==> src/rtl/cla_pipe_adder.sv <==
// cla_pipe_adder: two-stage pipelined carry-lookahead adder/subtractor with status flags.
// Latency: 2 cycles from accept to out_valid when not stalled; one beat per cycle throughput.
// Backpressure: pipeline-register valid/ready, no skid; in_ready depends only on out_ready and internal valids.
// Ports: clk, rst_n (async active-low); in_valid/in_ready, a, b, cin, sub (operand beat);
//        out_valid/out_ready, sum, cout, ovf, zero (result beat).
module cla_pipe_adder #(
  parameter int WIDTH = 8,
  parameter int GROUP = 4
) (
  input  logic             clk,
  input  logic             rst_n,
  input  logic             in_valid,
  output logic             in_ready,
  input  logic [WIDTH-1:0] a,
  input  logic [WIDTH-1:0] b,
  input  logic             cin,
  input  logic             sub,
  output logic             out_valid,
  input  logic             out_ready,
  output logic [WIDTH-1:0] sum,
  output logic             cout,
  output logic             ovf,
  output logic             zero
);

  localparam int NG = WIDTH / GROUP;

  if ((WIDTH % GROUP) != 0) begin : g_bad_group
    $error("cla_pipe_adder: WIDTH must be a multiple of GROUP");
  end
  if (WIDTH < 4) begin : g_bad_width
    $error("cla_pipe_adder: WIDTH must be at least 4");
  end

  // Stage-1 state
  logic             r_s1_valid;
  logic [WIDTH-1:0] r_p;
  logic [WIDTH-1:0] r_g;
  logic [NG-1:0]    r_G;
  logic [NG-1:0]    r_P;
  logic             r_c0;
  logic             r_a_msb;
  logic             r_b_msb;

  // Stage-2 state
  logic             r_s2_valid;
  logic [WIDTH-1:0] r_sum;
  logic             r_cout;
  logic             r_ovf;
  logic             r_zero;

  // Holds in_ready low until the first clock edge after reset release.
  logic             r_live;

  logic             w_en1;
  logic             w_en2;
  logic             w_accept;
  logic [WIDTH-1:0] w_b_eff;
  logic             w_c0;
  logic [WIDTH-1:0] w_g;
  logic [WIDTH-1:0] w_p;
  logic [NG-1:0]    w_G;
  logic [NG-1:0]    w_P;
  logic [NG:0]      w_cg;
  logic [WIDTH-1:0] w_sum;
  logic             w_cout;
  logic             w_ovf;
  logic             w_zero;

  // Flow control
  assign w_en2    = !r_s2_valid | out_ready;
  assign w_en1    = !r_s1_valid | w_en2;
  assign in_ready = w_en1 & r_live;
  assign w_accept = in_valid & in_ready;

  // Operand conditioning: subtract is a + ~b + 1.
  assign w_b_eff = sub ? ~b : b;
  assign w_c0    = sub | cin;
  assign w_g     = a & w_b_eff;
  assign w_p     = a ^ w_b_eff;

  // Group generate/propagate, folded from the group LSB upwards.
  always_comb begin : grp_gp
    logic gacc;
    logic pacc;
    w_G = '0;
    w_P = '0;
    for (int k = 0; k < NG; k++) begin
      gacc = 1'b0;
      pacc = 1'b1;
      for (int j = 0; j < GROUP; j++) begin
        gacc = w_g[k*GROUP+j] | (w_p[k*GROUP+j] & gacc);
        pacc = pacc & w_p[k*GROUP+j];
      end
      w_G[k] = gacc;
      w_P[k] = pacc;
    end
  end

  // Group carries as a flat sum of products: C[k+1] = OR_j (G[j] & P[j+1..k]) | (P[0..k] & c0).
  always_comb begin : grp_carry
    logic acc;
    logic prod;
    w_cg    = '0;
    w_cg[0] = r_c0;
    for (int k = 0; k < NG; k++) begin
      acc  = 1'b0;
      prod = 1'b1;
      for (int j = k; j >= 0; j--) begin
        acc  = acc | (prod & r_G[j]);
        prod = prod & r_P[j];
      end
      w_cg[k+1] = acc | (prod & r_c0);
    end
  end

  // In-group carries from the local g/p, seeded by each group's carry-in.
  always_comb begin : grp_sum
    logic c;
    w_sum = '0;
    for (int k = 0; k < NG; k++) begin
      c = w_cg[k];
      for (int j = 0; j < GROUP; j++) begin
        w_sum[k*GROUP+j] = r_p[k*GROUP+j] ^ c;
        c = r_g[k*GROUP+j] | (r_p[k*GROUP+j] & c);
      end
    end
  end

  assign w_cout = w_cg[NG];
  assign w_ovf  = (r_a_msb == r_b_msb) & (w_sum[WIDTH-1] != r_a_msb);
  assign w_zero = ~|w_sum;

  always_ff @(posedge clk or negedge rst_n) begin
    if (!rst_n) begin
      r_live <= 1'b0;
    end else begin
      r_live <= 1'b1;
    end
  end

  always_ff @(posedge clk or negedge rst_n) begin
    if (!rst_n) begin
      r_s1_valid <= 1'b0;
      r_p        <= '0;
      r_g        <= '0;
      r_G        <= '0;
      r_P        <= '0;
      r_c0       <= 1'b0;
      r_a_msb    <= 1'b0;
      r_b_msb    <= 1'b0;
    end else if (w_en1) begin
      r_s1_valid <= w_accept;
      if (w_accept) begin
        r_p     <= w_p;
        r_g     <= w_g;
        r_G     <= w_G;
        r_P     <= w_P;
        r_c0    <= w_c0;
        r_a_msb <= a[WIDTH-1];
        r_b_msb <= w_b_eff[WIDTH-1];
      end
    end
  end

  // Result registers only load on a real beat, so a bubble never disturbs the outputs.
  always_ff @(posedge clk or negedge rst_n) begin
    if (!rst_n) begin
      r_s2_valid <= 1'b0;
      r_sum      <= '0;
      r_cout     <= 1'b0;
      r_ovf      <= 1'b0;
      r_zero     <= 1'b0;
    end else if (w_en2) begin
      r_s2_valid <= r_s1_valid;
      if (r_s1_valid) begin
        r_sum  <= w_sum;
        r_cout <= w_cout;
        r_ovf  <= w_ovf;
        r_zero <= w_zero;
      end
    end
  end

  assign out_valid = r_s2_valid;
  assign sum       = r_sum;
  assign cout      = r_cout;
  assign ovf       = r_ovf;
  assign zero      = r_zero;

endmodule

==> config.mk <==
export PLATFORM = sky130hd
export DESIGN_NAME = cla_pipe_adder
export DESIGN_NICKNAME = d
export VERILOG_FILES = /design/src/rtl/cla_pipe_adder.sv
export SDC_FILE = /design/constraint.sdc
export NUM_CORES = 1
export LEC_CHECK = 0
export CAP_MARGIN = 40
export CORE_UTILIZATION = 51
export CTS_CLUSTER_SIZE = 28
export DETAILED_ROUTE_END_ITERATION = 12
export GPL_TIMING_DRIVEN = 0
export PLACE_DENSITY_LB_ADDON = 0.05
export SLEW_MARGIN = 0
export SYNTH_ARGS = -nofsm -noshare
export SYNTH_HDL_FRONTEND = slang
export SYNTH_SLANG_ARGS = --single-unit
==> constraint.sdc <==
create_clock -name clk -period 3.6 [get_ports clk]
set_clock_uncertainty 0.15 [all_clocks]
set_input_delay 0.72 -clock clk [delete_from_list [all_inputs] [get_ports clk]]
set_output_delay 0.72 -clock clk [all_outputs]
set_load 0.02 [all_outputs]
==> flow_metrics.py <==
metrics = {
    "status": {
        "outcome": "completed",
    },
    "pwr": {
        "leakagePower_uw": 0.000974,
        "fin_total_pwr_uw": 1240,
        "peakVddDrop_mv": 0.394,
        "p_per_area_nw_per_um2": 573,
    },
    "sta": {
        "final-setup-viol-count": 0,
        "tns_ns": 0,
        "fmax_ghz": 0.331,
        "hold_violations": 0,
        "slew_viol_final": 0,
        "rsz0062_at_grt": "false",
        "period_minus_slack_ns": 3.02,
        "fin_crit_sh_pct": 84.0,
        "tightest_slew_ns": 0.762,
        "relSlewSlack_pct": 49.2,
    },
    "detailed_routing": {
        "vias": 1157,
        "drc": 0,
        "drtPass1Iterations": 4,
        "via_per_inst": 5.26,
        "wl_per_cell_microns": 14.6,
        "drt_first_iter_violations": 48,
        "totalWireLength_microns": 3220,
        "antenna_left": 0,
    },
    "cts": {
        "clk_pin_slew_worst_paths_ns": 0.11,
        "cts_tree": "done",
        "cts-buffers-inserted": 5,
        "htree_levels": 2,
        "cts_setup_buffers": 0,
        "clockBufferDepth": 2,
        "clock_sinks": 35,
        "clk_latency_ns": 0.34,
        "holdBufCountCts": 0,
        "cts_root_buf": "clkbuf_4",
        "cts-resized-gates": 0,
    },
    "yosys": {
        "synth_edf_count": 0,
        "synth_top_area_cell": "dfrtp_1",
        "synthAdderAreaFrac_pct": 10.1,
        "yosys.cell_types.count": 30,
        "synthMuxAreaShare_pct": 18.0,
        "synth_ff_type": "dfrtp_1",
        "synth.avg_cell_area_sq_um": 12.8,
        "yosysMostFrequentCell": "dfrtp_1",
        "synth-xor-area-share_pct": 4.55,
        "postSynthRegisterBits": 35,
        "synth_compound_area_share_pct": 5.77,
        "synth_cells": 135,
        "synth_top_family_by_area": "multiplexers",
        "synthTopCellsByCount": "35 x dfrtp_1, 19 x mux2_1, 14 x ha_1, 8 x a21oi_1, 8 x xor2_1",
        "yosysSeqAreaShare_pct": 50.5,
        "synth-simple-area-share_pct": 7.94,
        "synth_top_area_share_pct": 50.5,
        "ys_async_sr_fraction_pct": 100,
        "synthTopCellsByArea": "dfrtp_1 51%, mux2_1 12%, ha_1 10%, mux2_2 4.5%, xor2_1 4.0%",
        "synth_area_sq_um": 1730,
        "syn-num-nets": 171,
        "yosys_warnings": 0,
    },
    "placement": {
        "port-buffer-count": 33,
        "place_hpwl_microns": 2470,
        "postPlaceCellArea_sq_um": 2110,
        "place_congestion": 0.795,
    },
    "setup_path": {
        "path_delay_family": "buffers and inverters",
        "critPathLaunchType": "input pin",
        "crit_path_max_incr_delay_ns": 0.61,
        "r2r-start": "r_c0",
        "timing.rr.end": "ovf",
        "cpMostUsedCell": "clkdlybuf4s50_1",
        "path_cells": "clkdlybuf4s50_1, nand3b_1, and2_1, clkdlybuf4s50_1",
        "critPathArrivalTime_ns": 2.15,
        "cp-end-kind": "primary output",
        "cp_slowest_cell": "clkdlybuf4s50_1",
        "r2r_slack_ns": 0.74,
        "crit_type": "in2out",
        "required_ns": 2.73,
        "r2r_cells": 9,
        "worst-path-buf-inv": 2,
        "cp_max_fo": 4,
    },
    "finish": {
        "drive_gt1_share_pct": 13.6,
        "diodes": 0,
        "synthToLayoutAreaGrowth_pct": 24.8,
        "fin_area_sq_um": 2160,
        "fin_util_pct": 69.2,
        "nets": 211,
    },
    "die": {
        "num_rows": 20,
        "coreArea_sq_um": 3130,
        "die_w_microns": 60.3,
        "ios": 35,
        "die_area_sq_um": 3640,
        "die_y_microns": 60.3,
        "start_util_pct": 55.4,
    },
    "global_route": {
        "antenna_found_initial": 0,
        "grt_pass1_vias": 1201,
        "overflow": 0,
        "track_usage_pct": 21.2,
        "grt_max_degree": 36,
        "grt_pass1_wl_microns": 5440,
    },
    "run": {
        "cap_violations": 0,
    },
    "hold_path": {
        "worst_hold_path_type": "in2async",
    },
}
-- kinds of logic after synthesis --
family | Yosys count
compound gates | 17
xor+xnor | 9
fa+ha+maj | 14
buf+inv | 7
flops | 35
mux | 28
other cells | 1
simple gates | 24
-- placed cells by master (no fill, tap or decap), drive strengths merged --
cell	count
a21o	1
a21oi	8
a31oi	3
and2	2
buf	5
clkbuf	7
clkdlybuf4s50	32
clkinv	1
conb	1
dfrtp	35
ha	14
inv	3
mux2	26
mux2i	2
nand2	4
nand2b	2
nand3	1
nand3b	1
nand4	3
nor2	4
nor3	1
nor4	1
o211ai	1
o21a	1
o21ai	2
o32ai	1
or2	4
or4	1
xnor2	1
xor2	8
-- cell type report --
class                   instances  area [sq um]
fillers                       234           963
flip-flops and latches         35           876
multi-input cells              93           808
repair buffers                 33           325
well taps                      44          55.1
clock buffers                   7          45.0
plain buffers                   4          38.8
inverters                       3          11.3
clock inverters                 1          5.00
-- power breakdown --
part           internal [uW]  switching, uW
clock network           76.1            124
logic                    254            228
registers                499           58.1
total                    830            410
-- layer usage --
metal | wire length [microns] | vias up | part of all wire [%] | track usage (%)
met3 | 131 | 5 | 4.1 | 5.19
met1 | 1520 | 560 | 47 | 26.8
met4 | 54 | 0 | 1.7 | 9.97
li1 | - | 564 | - | -
met5 | 0 | - | 0 | 0
met2 | 1510 | 28 | 47 | 34.2
-- worst max path at each step --
stage               from       end  slack (ns)  cells after the start
3_3_place_gp   out_ready  in_ready        0.62                      4
5_1_grt        out_ready  in_ready        0.55                      4
6_report       out_ready  in_ready        0.58                      4
3_5_place_dp   out_ready  in_ready        0.59                      4
2_1_floorplan       r_c0       ovf        0.97                      9
4_1_cts        out_ready  in_ready        0.58                      4
-- registers in the layout, summed over array words and instances (netlist names), 2 cells and up --
register and flops:
sum 8, r_g 6, r_P 2, r_G 2, r_p 8
-- through the flow --
stage,setup WS (ns),hold WS [ns],cells
after global routing,0.549,0.339,220
after CTS,0.580,0.299,220
final,0.576,0.290,220
after global placement,0.616,0.316,212
after detailed placement,0.588,0.327,212
after floorplan,0.969,0.274,135
Power figures use the tool's default switching activity.
